==> src/rtl/button_event_unit.sv <==
// Memory-mapped push-button port: 2-flop sync, per-button debounce, press events, W1C pending bits.
// Optional auto-repeat of held buttons when BTN_AUTOREPEAT_EN is defined.
module button_event_unit #(
  parameter int unsigned DEBOUNCE_CYCLES = 800000,
  parameter logic [31:0] ADDR_BTN        = 32'd4098,
  parameter int unsigned REPEAT_CYCLES   = 16000000
) (
  input  logic        clock,
  input  logic        reset,
  input  logic [3:0]  btn_in,
  input  logic [31:0] mem_addr,
  input  logic        mem_wren,
  input  logic [31:0] mem_data,
  output logic        btn_sel,
  output logic [31:0] q_btn,
  output logic [3:0]  btn_level,
  output logic [3:0]  btn_event
);

  localparam logic [23:0] DbMax = 24'(DEBOUNCE_CYCLES - 1);

  logic [3:0]  sync1_q, sync2_q;
  logic [3:0]  level_q, level_d, level_dly_q;
  logic [3:0]  pending_q, pending_d, event_q;
  logic [3:0]  rise, repeat_hit, clr;
  logic [23:0] db_cnt_q [4];
  logic [23:0] db_cnt_d [4];

  assign btn_sel = (mem_addr == ADDR_BTN);
  assign clr     = (mem_wren && btn_sel) ? mem_data[3:0] : 4'b0;
  assign rise    = level_q & ~level_dly_q;

  // Counter runs only while the synchronised input disagrees with the accepted level.
  always_comb begin
    level_d = level_q;
    for (int i = 0; i < 4; i++) begin
      db_cnt_d[i] = '0;
      if (sync2_q[i] != level_q[i]) begin
        if (db_cnt_q[i] == DbMax) begin
          level_d[i] = sync2_q[i];
        end else begin
          db_cnt_d[i] = db_cnt_q[i] + 24'd1;
        end
      end
    end
  end

  // Set has priority over a same-cycle clear so no press is lost.
  assign pending_d = (pending_q & ~clr) | rise | repeat_hit;

  always_ff @(posedge clock or posedge reset) begin
    if (reset) begin
      sync1_q     <= '0;
      sync2_q     <= '0;
      level_q     <= '0;
      level_dly_q <= '0;
      pending_q   <= '0;
      event_q     <= '0;
      for (int i = 0; i < 4; i++) begin
        db_cnt_q[i] <= '0;
      end
    end else begin
      sync1_q     <= btn_in;
      sync2_q     <= sync1_q;
      level_q     <= level_d;
      level_dly_q <= level_q;
      pending_q   <= pending_d;
      event_q     <= rise | repeat_hit;
      for (int i = 0; i < 4; i++) begin
        db_cnt_q[i] <= db_cnt_d[i];
      end
    end
  end

`ifdef BTN_AUTOREPEAT_EN
  localparam logic [23:0] RepMax = 24'(REPEAT_CYCLES - 1);

  logic [23:0] rep_cnt_q [4];

  // Repeat period is measured from the press event, then from each repeat.
  always_comb begin
    repeat_hit = '0;
    for (int i = 0; i < 4; i++) begin
      repeat_hit[i] = level_q[i] && !rise[i] && (rep_cnt_q[i] == RepMax);
    end
  end

  always_ff @(posedge clock or posedge reset) begin
    if (reset) begin
      for (int i = 0; i < 4; i++) begin
        rep_cnt_q[i] <= '0;
      end
    end else begin
      for (int i = 0; i < 4; i++) begin
        if (!level_q[i] || rise[i] || repeat_hit[i]) begin
          rep_cnt_q[i] <= '0;
        end else begin
          rep_cnt_q[i] <= rep_cnt_q[i] + 24'd1;
        end
      end
    end
  end
`else
  assign repeat_hit = 4'b0;

  logic unused_repeat;
  assign unused_repeat = ^REPEAT_CYCLES;
`endif

  logic unused_data;
  assign unused_data = ^mem_data[31:4];

  assign q_btn     = {24'b0, level_q, pending_q};
  assign btn_level = level_q;
  assign btn_event = event_q;

endmodule

==> config.mk <==
export PLATFORM = sky130hd
export DESIGN_NAME = button_event_unit
export DESIGN_NICKNAME = d
export VERILOG_FILES = /design/src/rtl/button_event_unit.sv
export SDC_FILE = /design/constraint.sdc
export NUM_CORES = 1
export LEC_CHECK = 0
export CAP_MARGIN = 15
export CORE_MARGIN = 1.5
export CORE_UTILIZATION = 48
export CTS_CLUSTER_DIAMETER = 200
export DETAILED_ROUTE_END_ITERATION = 8
export PLACE_DENSITY = 0.79
export RECOVER_POWER = 25
export SLEW_MARGIN = 10
export SYNTH_ARGS = -nofsm -noshare
export SYNTH_HDL_FRONTEND = slang
export SYNTH_SLANG_ARGS = --single-unit
export TNS_END_PERCENT = 10
==> constraint.sdc <==
create_clock -name clock -period 3.8 [get_ports clock]
set_input_delay 0.76 -clock clock [delete_from_list [all_inputs] [get_ports clock]]
set_output_delay 0.76 -clock clock [all_outputs]
set_load 0.005 [all_outputs]
After elaboration in Yosys (flattened, before gate mapping)
Index checks and enable logic that the tools add are counted.
{ "word_totals": {"register_bits": 120, "in_bits": 71} }
{ "op_classes": {"n_addsub": 4, "eq_ne": 9, "n_mux": 9, "n_bitwise": 5, "reduce_logical": 5} }
{ "op_table": {"columns": ["cell", "n"], "rows": [
  ["$mux W24", 8],
  ["$add A24 B1 Y24 const B", 4],
  ["$eq A24 B20 Y1 const B", 4],
  ["$eq A32 B13 Y1 const B", 1],
  ["$and A4 B4 Y4", 2],
  ["$not A4 Y4", 2],
  ["$reduce_and A2 Y1", 4],
  ["$mux W4", 1],
  ["$ne A1 B1 Y1", 4],
  ["$or A4 B4 Y4", 1],
  ["$logic_and A1 B1 Y1", 1]
]} }

Logic depth before layout (Yosys ltp)
{ "logic_depth": {"depth_word": 6, "mapped_depth": 7, "mapped_depth_nobuf": 5} }

Least setup slack after synthesis
Ideal clock, no wire load.
{ "synth_timing": {"path_kind": "input to output", "startpoint": "input port mem_addr[10]", "endpoint": "output port btn_sel", "t_arrival_ps": 1385, "required_ps": 3040, "path_slack_ps": 1655, "path_stages": 3, "path_buffers": 0, "path_cell_list": "nor4b_1 nand4_1 nor2_1"} }
{ "synth_between": {"elab_chain_len": 1} }
{ "synth_rtl": {"columns": ["element", "line", "source"], "rows": [
  ["from (decl)", "11", "input logic [31:0] mem_addr,"],
  ["$eq A32 B13 Y1", "29", "assign btn_sel = (mem_addr == ADDR_BTN);"],
  ["to (decl)", "14", "output logic btn_sel,"]
]} }
No other way between the ends.

Final worst setup path
{ "layout_timing": {"startpoint": "input port mem_addr[3]", "endpoint": "output port btn_sel"} }
The elaborated chain is that of the path after synthesis.

==> metrics.txt <==
status completed; Worst Tran Pin Value roughly 1.2 ns; critical path cell sequence clkdlybuf4s50_1, nor4b_1, nand4_1, nor2_1, clkdlybuf4s50_1; clock slew at the register clock pins of the worst setup and hold paths around 0.050 ns; Starting Density 49.63%; combinational share of power roughly 4.4%; P_int 2.222 mW; largest net degree at the start of global routing 66; Mapped Cells 616; max incr delay on CP 0.51 ns; vias in the first global route between 4000 and 5000; Vias around 4800; Worst EP required just over 3 ns; Antenna Nets Post-Route 0; Pre-antenna DRT Iters 5; Adder-Cell Fraction of Synth Area less than 1%; Post-Place Worst Slack about 0.63 ns; # fillers 997; layout cells sized above 1 5.761%; Setup TNS 0 ns; initial antenna violation count 0; clock sinks 120; sequential area share after synthesis between 40% and 50%; Sw Share approximately a fifth; FF-to-FF setup slack about 1.1 ns; clk root buf clkbuf_16; mux cell area share after synthesis less than 1%; Post-DP HPWL around 8300 um; Ports between 100 and 150; FP Rows 40; Core Area ~0.012 mm2; GRT overflow 0; die height between 100 and 150 um; XOR/XNOR Fraction of Synth Area between 7 and 8%; Post-CTS Setup Inserts 0; element type at the critical path end output port; Post-layout nets ~740; share of total power in sequential cells roughly 47%; worst r2r src db_cnt_q[14]$_DFF_PP0_; Psw between 500 and 600 uW; Synth Area in Compound Gates a little under a tenth; GRT Overall Usage 20.18%; static leakage 2.873 nW; main combinational cell family by area after synthesis simple AND/OR/NAND/NOR gates; Unique masters post-synth 40; final WL 12380 um; Max-Cap Viols 0; most common flop cell mapped by yosys dfrtp_1; cell family contributing the most delay on the critical path buffers and inverters; global-route wire length before repair 21370 um; Reg area 0.003003 mm2; crit-path max FO 5; area of the mapped netlist around 0.006 mm2; #FFs+latches synth 120; WP buf/inv 2; number of synthesized flops with an enable pin 0; worst skew pair latency approximately 0.40 ns; post-DR wirelength/cell roughly 15 um; commonest non-fill, non-tap cell in the layout dfrtp_1; RSZ-0062 raised after global routing no; antenna cells 0; Iteration-0 DRC Markers between 200 and 250; P per Cell Area 394.3 mW/mm2; CTS tree built; Slowest cell on crit path clkdlybuf4s50_1; maximum clock path buffer count 2; reg2reg path depth 4; critical path depth in cells 5; Rel. slew slack roughly 20%; Post-Synth Simple-Gate Area between 20 and 30%; kind of critical path input pin to output port; clock power share between 40 and 50%; GP Congestion between 0.8 and 0.9; Die Wd approximately 110 um; Area Overhead vs Synth 18.57%; final hold violation count 0; fin worst setup slack 0.6445 ns; hold crit path type flip-flop to flip-flop; Vias/cell roughly 5.7; worst setup path start mem_addr[3]; most frequent cells in the layout 120 x dfrtp_1, 59 x nor2_1, 54 x clkdlybuf4s50_1; die area 0.01320 mm2; CTS Buf Count 17; hold depth 0; Post-CTS Hold Fix Bufs 0; CP endpoint btn_sel; Final Max Slew Viols 0; ys async rst share between 90% and 100%; H-tree levels 4; PostCTS Resize Cnt 0; Port Buf Inserts 59; worst hold slack about 0.35 ns; total number of yosys warnings 0; CP startpoint kind input pin; Tmin final between 3 and 4 ns; arrival time at the worst endpoint ~2.4 ns; Max VDD drop around 260 uV; Synth Area per Inst 9.758 um2; clk_skew about 0.0067 ns; DRC violations left 0; area of the multi-input gates 0.002710 mm2; Fmax achieved ~0.32 GHz; crit share post-route just over 80%; Crit path top cell by count clkdlybuf4s50_1; Worst R2R End db_cnt_q[18]$_DFF_PP0_; final setup vio count 0
-- registers in the layout, indices dropped and copies added, names as in the netlist --
name         cells
level_dly_q      4
btn_level        4
pending_q        4
sync1_q          4
sync2_q          4
db_cnt_q        96
btn_event        4
-- worst min path at each step --
stage | from | end
2_1_floorplan | sync1_q[0]$_DFF_PP0_ | sync2_q[0]$_DFF_PP0_
3_3_place_gp | sync1_q[3]$_DFF_PP0_ | sync2_q[3]$_DFF_PP0_
3_5_place_dp | sync1_q[0]$_DFF_PP0_ | sync2_q[0]$_DFF_PP0_
4_1_cts | sync1_q[0]$_DFF_PP0_ | sync2_q[0]$_DFF_PP0_
5_1_grt | sync1_q[3]$_DFF_PP0_ | sync2_q[3]$_DFF_PP0_
6_report | sync1_q[2]$_DFF_PP0_ | sync2_q[2]$_DFF_PP0_
-- layer usage --
metal / up-vias / wire length (um) / track usage (%)
met5: - / 0 / 0
met4: 0 / 148 / 6.255
met3: 20 / 653 / 5.271
met2: 162 / 6351 / 35.20
met1: 2343 / 5227 / 24.61
li1: 2298 / - / -
-- worst reg2reg max path: stages, from the launching register on --
cell and delay, ns:
dfrtp_1 0.47, or4_1 0.53, or4_1 0.56, o21ai_2 0.80, nor3_1 0.16
-- power groups by stage --
stage | clock network (mW) | registers, mW | logic (mW)
after floorplan | 0 | 1.33 | 0.0811
after global placement | 0 | 1.33 | 0.121
after detailed placement | 0 | 1.33 | 0.127
after CTS | 1.40 | 1.31 | 0.128
after global routing | 1.47 | 1.31 | 0.141
final | 1.38 | 1.31 | 0.124
-- stage by stage --
step	instances	utilization [%]	cell area, um2	total power, mW
final	845	58.84	7127	2.810
after global routing	845	58.84	7127	2.921
after CTS	845	58.86	7129	2.840
after detailed placement	815	54.66	6620	1.455
after global placement	815	54.66	6620	1.449
after floorplan	639	-	6101	1.407
-- area by class of cell --
class                   count  share of cell area (%)
inverters                  16                  0.8603
flip-flops and latches    120                   42.13
clock buffers              26                   6.864
clock inverters             4                  0.2809
repair buffers             63                   8.883
multi-input cells         448                   38.03
well taps                 168                   2.949
-- synth_stat cells (16+ instances only) --
cell type	instances	area (um2)
nor2_1	59	221.5
dfrtp_1	120	3003
nor4_1	19	118.9
or4_1	32	240.2
nand4_1	31	193.9
o31ai_1	28	210.2
a21oi_1	41	205.2
xor2_1	25	219.0
nand2_1	31	116.4
clkbuf_1	20	75.07
o21ai_0	17	85.08
buf_4	30	225.2
or3_1	19	118.9
xnor2_1	24	210.2
nand3_1	33	165.2
inv_1	16	60.06
-- kinds of logic after synthesis --
kind of cell	after synthesis
xor+xnor	49
buf+inv	71
mux	4
flops	120
fa+ha+maj	4
simple gates	274
other cells	1
compound gates	93
No activity file was read; power rests on OpenSTA's default activity.
